`config.mk`:
```
export PLATFORM = sky130hd
export DESIGN_NAME = param_menu_flat
export DESIGN_NICKNAME = d
export VERILOG_FILES = /design/src/rtl/param_menu_if.sv /design/src/rtl/param_menu.sv /design/src/flat_wrapper.sv
export SDC_FILE = /design/constraint.sdc
export NUM_CORES = 1
export LEC_CHECK = 0
export CAP_MARGIN = 20
export CORE_MARGIN = 8
export CORE_UTILIZATION = 50
export CTS_BUF_LIST = sky130_fd_sc_hd__clkbuf_8
export DETAILED_ROUTE_END_ITERATION = 6
export GPL_TIMING_DRIVEN = 0
export PLACE_DENSITY = 0.74
export SLEW_MARGIN = 30
export SYNTH_ARGS = -nofsm -noshare
export SYNTH_HDL_FRONTEND = slang
export SYNTH_SLANG_ARGS = --single-unit
```
`constraint.sdc`:
```
create_clock -name clk -period 5.45 [get_ports clk]
set_clock_uncertainty 0.15 [all_clocks]
set_input_delay 1.3625 -clock clk [delete_from_list [all_inputs] [get_ports clk]]
set_output_delay 1.3625 -clock clk [all_outputs]
set_load 0.005 [all_outputs]
```
`src/rtl/param_menu_if.sv`:
```
// Front-panel button inputs and display/field outputs of the parameter menu.
interface param_menu_if #(
   parameter int NUM_FIELDS  = 8,
   parameter int FIELD_W     = 5,
   parameter int DISP_DIGITS = 16
);
   localparam int CW = $clog2(NUM_FIELDS + 1);
   localparam int IW = $clog2(NUM_FIELDS);

   logic                          blink_fo;
   logic                          b_up;
   logic                          b_down;
   logic                          b_right;
   logic                          b_left;
   logic                          lock;
   logic [DISP_DIGITS-1:0]        blink_fo_data;
   logic [NUM_FIELDS*FIELD_W-1:0] field_vals;
   logic [CW-1:0]                 cursor;
   logic                          changed;
   logic [IW-1:0]                 changed_idx;

   modport master (
      output blink_fo, b_up, b_down, b_right, b_left, lock,
      input  blink_fo_data, field_vals, cursor, changed, changed_idx
   );

   modport slave (
      input  blink_fo, b_up, b_down, b_right, b_left, lock,
      output blink_fo_data, field_vals, cursor, changed, changed_idx
   );
endinterface

```
`src/rtl/param_menu.sv`:
```
// Front-panel parameter menu: cursor over N fields, up/down edit with wrap or saturate.
// Optional hold-to-repeat editing is built when PARAM_MENU_AUTOREPEAT_EN is defined.
module param_menu #(
   parameter int                                 NUM_FIELDS   = 8,
   parameter int                                 FIELD_W      = 5,
   parameter logic [NUM_FIELDS*FIELD_W-1:0]      FIELD_MAX    = {5'd15, 5'd7, 5'd3, 5'd3,
                                                                 5'd31, 5'd31, 5'd11, 5'd1},
   parameter logic [NUM_FIELDS*FIELD_W-1:0]      FIELD_RST    = {35'd0, 5'd1},
   parameter logic [NUM_FIELDS-1:0]              WRAP_MASK    = 8'hFF,
   parameter int                                 DISP_DIGITS  = 16,
   parameter logic [NUM_FIELDS*DISP_DIGITS-1:0]  FIELD_DIGITS = {16'h8000, 16'h0001, 16'h0002, 16'h0004,
                                                                 16'h0018, 16'h0060, 16'h0100, 16'h0400},
   parameter int                                 REPEAT_DELAY = 25_000_000,
   parameter int                                 REPEAT_RATE  = 5_000_000
) (
   input logic          clk,
   input logic          reset,
   param_menu_if.slave  bus
);
   localparam int              CW   = $clog2(NUM_FIELDS + 1);
   localparam int              IW   = $clog2(NUM_FIELDS);
   localparam logic [CW-1:0]   LAST = CW'(NUM_FIELDS);

   // Button vectors are ordered {right, left, up, down}.
   logic [3:0]                    btn_q, btn_d, prev_q, prev_d, ev;
   logic [CW-1:0]                 cursor_q, cursor_d;
   logic [NUM_FIELDS*FIELD_W-1:0] vals_q, vals_d;
   logic [DISP_DIGITS-1:0]        blink_q, blink_d;
   logic                          changed_q, changed_d;
   logic [IW-1:0]                 idx_q, idx_d;

   logic [IW-1:0]      f;
   logic [FIELD_W-1:0] v, v_max, v_new;
   logic               wrap, step_up, step_dn;
   logic               rpt_fire, rpt_dn;

   assign ev = btn_q & ~prev_q;
   assign f  = IW'(cursor_q - CW'(1));

`ifdef PARAM_MENU_AUTOREPEAT_EN
   localparam int RW = $clog2(((REPEAT_DELAY > REPEAT_RATE) ? REPEAT_DELAY : REPEAT_RATE) + 1);

   logic [RW-1:0] rpt_cnt_q, rpt_cnt_d;
   logic          rpt_act_q, rpt_act_d, rpt_dn_q, rpt_dn_d;

   always_comb begin
      rpt_cnt_d = rpt_cnt_q;
      rpt_act_d = rpt_act_q;
      rpt_dn_d  = rpt_dn_q;
      rpt_fire  = 1'b0;
      if (ev[3] || ev[2] || (btn_q[1] && btn_q[0])) begin
         rpt_act_d = 1'b0;
      end else if (ev[1] || ev[0]) begin
         rpt_act_d = 1'b1;
         rpt_dn_d  = ~ev[1];
         rpt_cnt_d = RW'(REPEAT_DELAY - 1);
      end else if (rpt_act_q && (rpt_dn_q ? btn_q[0] : btn_q[1])) begin
         if (rpt_cnt_q == '0) begin
            rpt_fire  = 1'b1;
            rpt_cnt_d = RW'(REPEAT_RATE - 1);
         end else begin
            rpt_cnt_d = rpt_cnt_q - 1'b1;
         end
      end else begin
         rpt_act_d = 1'b0;
      end
   end

   always_ff @(posedge clk) begin
      if (reset) begin
         rpt_cnt_q <= '0;
         rpt_act_q <= 1'b0;
         rpt_dn_q  <= 1'b0;
      end else begin
         rpt_cnt_q <= rpt_cnt_d;
         rpt_act_q <= rpt_act_d;
         rpt_dn_q  <= rpt_dn_d;
      end
   end

   assign rpt_dn = rpt_dn_q;
`else
   logic unused_rpt;
   assign unused_rpt = ^{32'(REPEAT_DELAY), 32'(REPEAT_RATE)};
   assign rpt_fire   = 1'b0;
   assign rpt_dn     = 1'b0;
`endif

   always_comb begin
      btn_d     = {bus.b_right, bus.b_left, bus.b_up, bus.b_down};
      prev_d    = btn_q;
      cursor_d  = cursor_q;
      vals_d    = vals_q;
      changed_d = 1'b0;
      idx_d     = idx_q;
      step_up   = 1'b0;
      step_dn   = 1'b0;
      v         = vals_q[f*FIELD_W +: FIELD_W];
      v_max     = FIELD_MAX[f*FIELD_W +: FIELD_W];
      wrap      = WRAP_MASK[f];
      v_new     = v;
      // Blink follows the cursor already registered, so it trails a move by one cycle.
      blink_d   = (cursor_q == '0) ? '0
                : FIELD_DIGITS[f*DISP_DIGITS +: DISP_DIGITS] & {DISP_DIGITS{bus.blink_fo}};

      if (ev[3]) begin
         cursor_d = (cursor_q == LAST) ? '0 : cursor_q + 1'b1;
      end else if (ev[2]) begin
         cursor_d = (cursor_q == '0) ? LAST : cursor_q - 1'b1;
      end else if ((cursor_q != '0) && !bus.lock) begin
         step_up = ev[1] | (rpt_fire & ~rpt_dn);
         step_dn = ~ev[1] & (ev[0] | (rpt_fire & rpt_dn));
      end

      if (step_up) begin
         v_new = (v < v_max) ? v + 1'b1 : (wrap ? '0 : v);
      end else if (step_dn) begin
         v_new = (v != '0) ? v - 1'b1 : (wrap ? v_max : v);
      end

      if (v_new != v) begin
         vals_d[f*FIELD_W +: FIELD_W] = v_new;
         changed_d                    = 1'b1;
         idx_d                        = f;
      end
   end

   always_ff @(posedge clk) begin
      if (reset) begin
         btn_q     <= btn_d;
         prev_q    <= btn_d;
         cursor_q  <= '0;
         vals_q    <= FIELD_RST;
         blink_q   <= '0;
         changed_q <= 1'b0;
         idx_q     <= '0;
      end else begin
         btn_q     <= btn_d;
         prev_q    <= prev_d;
         cursor_q  <= cursor_d;
         vals_q    <= vals_d;
         blink_q   <= blink_d;
         changed_q <= changed_d;
         idx_q     <= idx_d;
      end
   end

   assign bus.blink_fo_data = blink_q;
   assign bus.field_vals    = vals_q;
   assign bus.cursor        = cursor_q;
   assign bus.changed       = changed_q;
   assign bus.changed_idx   = idx_q;
endmodule

```
`src/flat_wrapper.sv`:
```
// flat-port wrapper written by rule: the top's interface ports become plain ports
module param_menu_flat 
#(
   parameter int                                 NUM_FIELDS   = 8,
   parameter int                                 FIELD_W      = 5,
   parameter logic [NUM_FIELDS*FIELD_W-1:0]      FIELD_MAX    = {5'd15, 5'd7, 5'd3, 5'd3,
                                                                 5'd31, 5'd31, 5'd11, 5'd1},
   parameter logic [NUM_FIELDS*FIELD_W-1:0]      FIELD_RST    = {35'd0, 5'd1},
   parameter logic [NUM_FIELDS-1:0]              WRAP_MASK    = 8'hFF,
   parameter int                                 DISP_DIGITS  = 16,
   parameter logic [NUM_FIELDS*DISP_DIGITS-1:0]  FIELD_DIGITS = {16'h8000, 16'h0001, 16'h0002, 16'h0004,
                                                                 16'h0018, 16'h0060, 16'h0100, 16'h0400},
   parameter int                                 REPEAT_DELAY = 25_000_000,
   parameter int                                 REPEAT_RATE  = 5_000_000
)
  (clk, reset, bus_blink_fo, bus_b_up, bus_b_down, bus_b_right, bus_b_left, bus_lock, bus_blink_fo_data, bus_field_vals, bus_cursor, bus_changed, bus_changed_idx);
  param_menu_if #(.NUM_FIELDS(NUM_FIELDS), .FIELD_W(FIELD_W), .DISP_DIGITS(DISP_DIGITS)) bus_i ();
  input logic clk;
  input logic reset;
  input wire logic [$bits(bus_i.blink_fo)-1:0] bus_blink_fo;
  input wire logic [$bits(bus_i.b_up)-1:0] bus_b_up;
  input wire logic [$bits(bus_i.b_down)-1:0] bus_b_down;
  input wire logic [$bits(bus_i.b_right)-1:0] bus_b_right;
  input wire logic [$bits(bus_i.b_left)-1:0] bus_b_left;
  input wire logic [$bits(bus_i.lock)-1:0] bus_lock;
  output wire logic [$bits(bus_i.blink_fo_data)-1:0] bus_blink_fo_data;
  output wire logic [$bits(bus_i.field_vals)-1:0] bus_field_vals;
  output wire logic [$bits(bus_i.cursor)-1:0] bus_cursor;
  output wire logic [$bits(bus_i.changed)-1:0] bus_changed;
  output wire logic [$bits(bus_i.changed_idx)-1:0] bus_changed_idx;
  assign bus_i.blink_fo = bus_blink_fo;
  assign bus_i.b_up = bus_b_up;
  assign bus_i.b_down = bus_b_down;
  assign bus_i.b_right = bus_b_right;
  assign bus_i.b_left = bus_b_left;
  assign bus_i.lock = bus_lock;
  assign bus_blink_fo_data = bus_i.blink_fo_data;
  assign bus_field_vals = bus_i.field_vals;
  assign bus_cursor = bus_i.cursor;
  assign bus_changed = bus_i.changed;
  assign bus_changed_idx = bus_i.changed_idx;
  param_menu #(.NUM_FIELDS(NUM_FIELDS), .FIELD_W(FIELD_W), .FIELD_MAX(FIELD_MAX), .FIELD_RST(FIELD_RST), .WRAP_MASK(WRAP_MASK), .DISP_DIGITS(DISP_DIGITS), .FIELD_DIGITS(FIELD_DIGITS), .REPEAT_DELAY(REPEAT_DELAY), .REPEAT_RATE(REPEAT_RATE)) u_core (.clk(clk), .reset(reset), .bus(bus_i));
endmodule
```
==> metrics.md, run 1 <==
| Metric | Value |
|---|---|
| Simple-Gate Fraction of Synth Area | `0.1615` |
| Setup crit end kind | `flip-flop` |
| Rows | `32` |
| Post-synth EDFFs | `0` |
| CP delay by family, top | `buffers and inverters` |
| Worst min path class | `reg2reg` |
| CTS clk-pin slew, worst paths | `0.06 ns` |
| Layout cells sized above 1 | `0.1459` |
| Slew headroom | `0.3878` |
| Final setup viols | `0` |
| Mean Syn Cell Area | `9.040 sq um` |
| Worst path slowest cell | `mux4_2` |
| Post-synth ARST share | `0` |
| XOR/XNOR Fraction of Synth Area | `0.004224` |
| Top cell type's share of synthesized area | `0.3327` |
| Initial antenna violation count | `0` |
| Total track usage | `0.2288` |
| TritonCTS clock tree | `built` |
| Top FF cell, synth | `dfxtp_1` |
| Area Overhead vs Synth | `26.67%` |
| Most common cell on crit path | `a21o_1` |
| Crit-path cells | `buf_6, clkbuf_4, inv_1, ha_2, buf_6, mux4_2, mux2i_2, inv_1, ha_1, a21o_1, a21o_1, a21o_1, a41o_2, a311oi_4, buf_4, and2_0, buf_2, mux2i_1` |
| First-pass DRT Iterations | `5` |
| IO buf count | `65` |
| 1st-iter DRT viols | `423` |
| Deepest clock path buffer count | `2` |
| Ys Warns | `0` |
| I/O pin cnt | `72` |
| Post-layout util | `0.6413` |
| Crit. Startpoint | `u_core.bus.cursor[0]` |
| RSZ-0062 raised after global routing | `false` |
| Crit Path Class | `reg2reg` |
| Core Box Area | `7607 sq um` |
| Multi-input gate area | `2321 sq um` |
| Largest stage delay on the critical path | `0.55 ns` |
| CTS Root Cell | `clkbuf_8` |
| Total number of vias | `3902` |
| Post-synthesis compound-gate area fraction | `0.2654` |
| Crit-path max FO | `15` |
| Worst-Margin Slew | `just over 0.9 ns` |
| Hold slack | `0.3252 ns` |
| Post-route cell area | `~4900 sq um` |
| Max VDD drop | `172.5 uV` |
| Placer Congestion | `0.9945` |
| Leak | `1.742 nW` |
| Nets | `about 530` |
| Final worst slack | `roughly 0.24 ns` |
| Final Cycle Share | `0.9568` |
| Startpoint types | `flip-flop` |
| H-tree depth | `3` |
| Netlist cell types | `54` |
| Final slew viol count | `0` |
| Largest net degree at the start of global routing | `16` |
| Antenna Nets Post-Route | `0` |
| FF-to-FF Start | `u_core.bus.cursor[0]` |
| Synthesized netlist cell count | `426` |
| FILL cells | `662` |
| DRC errors left | `0` |
| Final WL | `12440 microns` |
| Vias in the first global route | `3681` |
| Ant diodes | `0` |
| F_max | `0.1918 GHz` |
| DR vias/cell | `6.334` |
| First-pass GRT wire length | `19880 microns` |
| Critical path buffers and inverters | `7` |
| Proportion of synthesized area in mux cells | `0.1098` |
| DIE WIDTH | `103.8 microns` |
| Syn Std Cell Area | `3851 sq um` |
| Post-synthesis register bit count | `64` |
| Clock Latency Late Sink | `roughly 0.35 ns` |
| Max-cap violation count | `0` |
| Worst Path Required | `5.57 ns` |
| Total CTS buffers | `9` |
| DIE HEIGHT | `103.8 microns` |
| GRT Residual Overflow | `0` |
| Clock sink total | `64` |
| Synth area leader | `dfxtp_1` |
| Largest family of logic cells by synthesized area | `compound AO/OA/AOI/OAI gates` |
| Cell total after placement | `approximately 600` |
| Wire per inst | `20.20 microns` |
| PD cells | `240.5 nW/um^2` |
| Fin Setup TNS | `0 ns` |
| Final Hold Fails | `0` |
| Outcome | `finished clean` |
| Pre-CTS WS | `-0.7082 ns` |
| Post-synthesis adder-cell area fraction | `0.04873` |
| Initial Utilization | `0.5063` |
| Synth top area cells | `dfxtp_1 33%, mux4_2 7.6%, o211ai_1 6.0%, ha_1 4.9%, o21ai_0 3.8%` |
| Cell Count, Final, Fillers Out | `between 600 and 700` |
| Sequential-to-total area share from yosys stat | `0.3327` |
| Min-delay src | `u_core.btn_q[0]` |
| Fin crit period | `5.215 ns` |
| Sequential cell area | `1282 sq um` |
| CP Data Arrival Time | `roughly 5.3 ns` |
| Die area | `10770 sq um` |
| Dpl cell area | `4648 sq um` |
| Final Power | `1.173 mW` |
| Post-detail-place hpwl | `9586 microns` |
| Hold Buf Count CTS | `0` |
[sequential cells by signal, indices dropped and copies added, names as in the netlist]
register                  cells
u_core.bus.changed            1
u_core.bus.cursor             4
u_core.prev_q                 4
u_core.btn_q                  4
u_core.bus.changed_idx        3
u_core.bus.field_vals        40
u_core.bus.blink_fo_data      8
[layout make-up]
cell class / count / share of cell area
Buffer: 35 / 0.04334
Timing Repair Buffer: 69 / 0.1395
Clock inverter: 4 / 0.004360
Sequential cell: 64 / 0.2629
Multi-Input combinational cell: 309 / 0.4758
Inverter: 22 / 0.01693
Clock buffer: 11 / 0.03103
Tap cell: 102 / 0.02616
[where the power goes]
part / internal, mW / switching, mW / total (mW)
Clock: 0.184 / 0.178 / 0.362
Combinational: 0.126 / 0.196 / 0.322
Sequential: 0.480 / 0.00970 / 0.489
Total: 0.789 / 0.384 / 1.17
[worst paths after layout]
check	to	slack (ns)	depth (start not counted)
min reg2reg	u_core.prev_q[0]	0.33	1
max reg2reg	u_core.bus.field_vals[21]	0.24	18
max	u_core.bus.field_vals[21]	0.24	18
min	u_core.prev_q[0]	0.33	1
[cells in the mapped netlist (2+ instances only)]
library cell,count
a211oi_1,14
o21a_1,2
nand3_1,11
buf_2,5
ha_1,15
dfxtp_1,64
o211ai_1,31
a311oi_4,2
inv_2,2
nor3b_1,6
and2_1,8
mux2_2,5
o32ai_1,2
buf_4,9
buf_6,5
nor3_1,19
clkbuf_1,17
nor2_1,16
nor2b_1,5
nand2_1,34
nand4_1,2
a31oi_1,8
o21ai_0,29
a311oi_1,3
inv_1,20
a21o_1,4
mux4_2,13
nor4_1,3
nand2b_1,6
mux2i_1,6
o31ai_1,11
or3_1,2
a21oi_1,25
o311ai_2,2
[placed cells by master, fill, tap and decap left out, types with 6 or more instances in the layout]
| cell | instances |
|---|---|
| o211ai_1 | 31 |
| nor3b_1 | 6 |
| clkbuf_8 | 11 |
| conb_1 | 6 |
| nor3_1 | 19 |
| dfxtp_1 | 63 |
| o21ai_0 | 29 |
| ha_1 | 14 |
| nand3_1 | 11 |
| a31oi_1 | 8 |
| a21oi_1 | 25 |
| buf_4 | 13 |
| mux4_2 | 13 |
| clkbuf_1 | 16 |
| o31ai_1 | 11 |
| inv_1 | 21 |
| a211oi_1 | 14 |
| nor2_1 | 16 |
| and2_1 | 8 |
| nand2_1 | 34 |
| nand2b_1 | 6 |
| clkdlybuf4s50_1 | 65 |
[logic make-up (layout without fill, tap and decap cells)]
family,count (synthesis),count (layout)
buf+inv,58,141
flops,64,64
xor+xnor,1,1
simple gates,119,119
fa+ha+maj,15,15
compound gates,143,143
mux,25,25
other cells,1,6
[worst register-to-register path, cell delays in order (launching register included)]
cell	delay [ns]
dfxtp_2	0.40
buf_6	0.22
clkbuf_4	0.26
inv_1	0.15
ha_2	0.46
buf_6	0.19
mux4_2	0.55
mux2i_2	0.31
inv_1	0.20
ha_1	0.34
a21o_1	0.16
a21o_1	0.21
a21o_1	0.25
a41o_2	0.34
a311oi_4	0.22
buf_4	0.20
and2_0	0.12
buf_2	0.20
mux2i_1	0.20
[layer usage]
metal,up-vias,wire (microns),GRT usage
met3,44,1345,0.06815
met1,1817,5108,0.2935
met4,0,426,0.09928
li1,1763,-,-
met2,278,5561,0.3478
met5,-,0,0
[what timing repair did]
item,CTS,global route
gates resized for setup,5,3
endpoints found under the hold margin,0,0
pin swaps,2,0
endpoints found under the setup margin,44,21
buffers inserted,4,0
Note: power is estimated with default switching activity, not from simulation.
==> run 2: changes to the inputs <==
- SLEW_MARGIN: 30 -> default
==> results of run 2 <==
Final layout, timing and power as in run 1 (identical DEF).
==> run 3: changes to the inputs <==
- CORE_ASPECT_RATIO: default -> 1.4
==> run 3 against run 2 <==
  * Combinational power up 2%
  * Hold slack better by 0.00098 ns
  * Setup slack worse by 0.077 ns
  * Largest power group unchanged
  * Sequential power about the same
  * Register-to-register slack worse by 0.08 ns
  * Non-clock buffer count unchanged
  * Sequential share of layout area about the same
  * Global-route usage up 1.2 points
  * Highest routed layer unchanged
==> metrics.md, run 3 (synthesized netlist as in run 1, its figures left out) <==
| Metric | Value |
|---|---|
| Worst r2r dst | `u_core.bus.field_vals[22]` |
| Fin crit period | `5.291 ns (+0.07676 ns)` |
| Top routing layer in use | `met4` |
| Post-detail-place hpwl | `10090 microns (+5.3%)` |
| PD cells | `240.5 nW/um^2 (about the same)` |
| 1st-iter DRT viols | `223 (-47%)` |
| Commonest non-fill, non-tap cells in the layout | `65 x clkdlybuf4s50_1, 63 x dfxtp_1, 34 x nand2_1` |
| Number of flip-flops in the largest register | `40 (unchanged)` |
| DIE HEIGHT | `119.8 microns (+15%)` |
| Final WL | `12930 microns (+3.9%)` |
| Ant diodes | `0 (unchanged)` |
| Gate power share | `0.280 (+0.006)` |
| Worst setup path end | `u_core.bus.field_vals[22]` |
| Sequential share of power | `0.418 (about the same)` |
| First-pass GRT wire length | `20750 microns (+4.4%)` |
| Post-Route M1 WL | `4909 microns (-3.9%)` |
| Deepest clock path buffer count | `2 (unchanged)` |
| Layout cells sized above 1 | `0.1495 (+0.003600)` |
| Crit-path max FO | `10 (-5)` |
| DIE WIDTH | `90.18 microns (-13%)` |
| Core Box Area | `7607 sq um (unchanged)` |
| Worst R2R Path Depth | `19 (+1)` |
| Flop-to-flop setup slack | `0.16 ns (-0.08 ns)` |
| Max VDD drop | `165.9 uV (-3.8%)` |
| IO buf count | `65 (unchanged)` |
| DRC errors left | `0 (unchanged)` |
| CTS Root Cell | `clkbuf_8` |
| CP Data Arrival Time | `5.42 ns (+0.08 ns)` |
| Slew headroom | `0.4080 (+0.02015)` |
| Crit-path cells | `buf_6, clkbuf_4, clkbuf_4, inv_1, ha_1, buf_2, xor2_2, buf_4, mux2i_4, inv_2, ha_1, a21o_1, a21o_1, a21o_1, a41o_2, a311oi_4, and2_0, buf_2, mux2i_1` |
| Final Hold Fails | `0 (unchanged)` |
| Largest net degree at the start of global routing | `12 (-4)` |
| Switching power share of the total | `0.3438 (+0.01646)` |
| TritonCTS clock tree | `built` |
| Initial antenna violation count | `0 (unchanged)` |
| Detail Route met2 WL | `6624 microns (+19%)` |
| Outcome | `finished clean` |
| FF-to-FF Start | `u_core.bus.cursor[0]` |
| Most common cell on crit path | `a21o_1` |
| Final Cycle Share | `0.9709 (+0.01408)` |
| Total number of vias | `3813 (-2.3%)` |
| Psw | `0.4029 mW (+4.9%)` |
| Initial Utilization | `0.5063 (unchanged)` |
| FILL cells | `657 (-0.76%)` |
| Rows | `38 (+19%)` |
| Worst Path Required | `5.58 ns (about the same)` |
| Worst min path class | `reg2reg` |
| Worst path slowest cell | `a311oi_4` |
| Final slew viol count | `0 (unchanged)` |
| Nets | `533 (unchanged)` |
| Commonest non-fill, non-tap cell in the layout | `clkdlybuf4s50_1` |
| Hold Buf Count CTS | `0 (unchanged)` |
| Largest stage delay on the critical path | `0.47 ns (-0.08 ns)` |
| Leak | `1.739 nW (-0.15%)` |
| Final Power | `1.172 mW (about the same)` |
| GRT Residual Overflow | `0 (unchanged)` |
| Crit. Startpoint | `u_core.bus.cursor[0]` |
| Worst-Margin Slew | `0.8799 ns (-0.02996 ns)` |
| Clk pwr share | `0.302 (-0.007)` |
| Total track usage | `0.2410 (+0.01222)` |
| Vias in the first global route | `3923 (+6.6%)` |
| Setup crit end kind | `flip-flop` |
| Crit Path Class | `reg2reg` |
| F_max | `0.1890 GHz (-1.5%)` |
| Final setup viols | `0 (unchanged)` |
| Die area | `10810 sq um (+0.37%)` |
| Max-cap violation count | `0 (unchanged)` |
| I/O pin cnt | `72 (unchanged)` |
| Antenna Nets Post-Route | `0 (unchanged)` |
| First-pass DRT Iterations | `5 (unchanged)` |
| Wire per inst | `21.02 microns (+4.1%)` |
| Startpoint types | `flip-flop` |
| DR vias/cell | `6.200 (-2.1%)` |
| Clock sink total | `64 (unchanged)` |
| Post-layout util | `0.6406 (-0.0006580)` |
| CTS clk-pin slew, worst paths | `0.07 ns (about the same)` |
| Clock Latency Late Sink | `0.36 ns (about the same)` |
| H-tree depth | `3 (unchanged)` |
| Placer Congestion | `0.9614 (-3.3%)` |
| Internal power | `0.7691 mW (-2.5%)` |
| Area Overhead vs Synth | `26.54%` |
| Total CTS buffers | `9 (unchanged)` |
| Met3 WL | `810 microns (-40%)` |
-- run 3: critical path: cells and delay by family (launching register included) --
family / cells / cell delay (ns)
simple gates: 1 / 0.18
compound gates: 5 / 1.45
buf+inv: 8 / 1.59
xor+xnor: 1 / 0.33
flops: 1 / 0.42
fa+ha+maj: 2 / 0.54
mux: 2 / 0.53
-- run 3: what timing repair did --
item,CTS,global route
pin swaps,2,1
gates resized for setup,6,6
endpoints found under the setup margin,44,42
setup buffers,2,1
endpoints found under the hold margin,0,0
gates cloned,0,0
-- run 3: layout make-up --
type / instances / area (sq um) / area share
multi-input combinational: 309 / 2327 / 0.4775
clock buffer: 9 / 123.9 / 0.02542
sequential: 64 / 1282 / 0.2632
buffer: 36 / 219.0 / 0.04493
timing repair buffer: 68 / 673.1 / 0.1381
clock inverter: 7 / 40.04 / 0.008216
tap: 100 / 125.1 / 0.02567
inverter: 22 / 82.58 / 0.01694
-- run 3: metal layers --
layer,vias up,track usage
met5,-,0
met4,0,0.1421
met3,43,0.05688
met2,164,0.4284
met1,1853,0.2542
li1,1753,-
-- run 3: how the worst min path moves through the flow --
stage / startpoint / end / slack, ns / cells after the start
finish: u_core.btn_q[0] / u_core.prev_q[0] / 0.33 / 1
CTS: u_core.btn_q[0] / u_core.prev_q[0] / 0.33 / 1
detailed placement: u_core.btn_q[0] / u_core.prev_q[0] / 0.31 / 1
floorplan: u_core.btn_q[0] / u_core.prev_q[0] / 0.30 / 1
global route: u_core.btn_q[0] / u_core.prev_q[0] / 0.36 / 1
global placement: u_core.btn_q[0] / u_core.prev_q[0] / 0.31 / 1
-- run 3: power by group through the flow --
stage / logic (mW) / registers, mW / clock network, mW
6_report: 0.328 / 0.490 / 0.354
5_1_grt: 0.356 / 0.491 / 0.380
4_1_cts: 0.318 / 0.490 / 0.356
3_5_place_dp: 0.312 / 0.500 / 0
3_3_place_gp: 0.309 / 0.500 / 0
2_1_floorplan: 0.221 / 0.498 / 0
-- run 3: stage by stage --
step / TNS, ns / instances / setup slack (ns) / cell area, sq um / hold slack (ns)
6_report: 0 / 615 / 0.1586 / 4873 / 0.3261
5_1_grt: -0.1229 / 615 / -0.04442 / 4873 / 0.3607
4_1_cts: 0 / 614 / 0.02398 / 4840 / 0.3306
3_5_place_dp: -21.74 / 596 / -0.6399 / 4646 / 0.3142
3_3_place_gp: -24.32 / 596 / -0.7133 / 4646 / 0.3116
2_1_floorplan: 0 / 431 / 0.5122 / 3870 / 0.2997
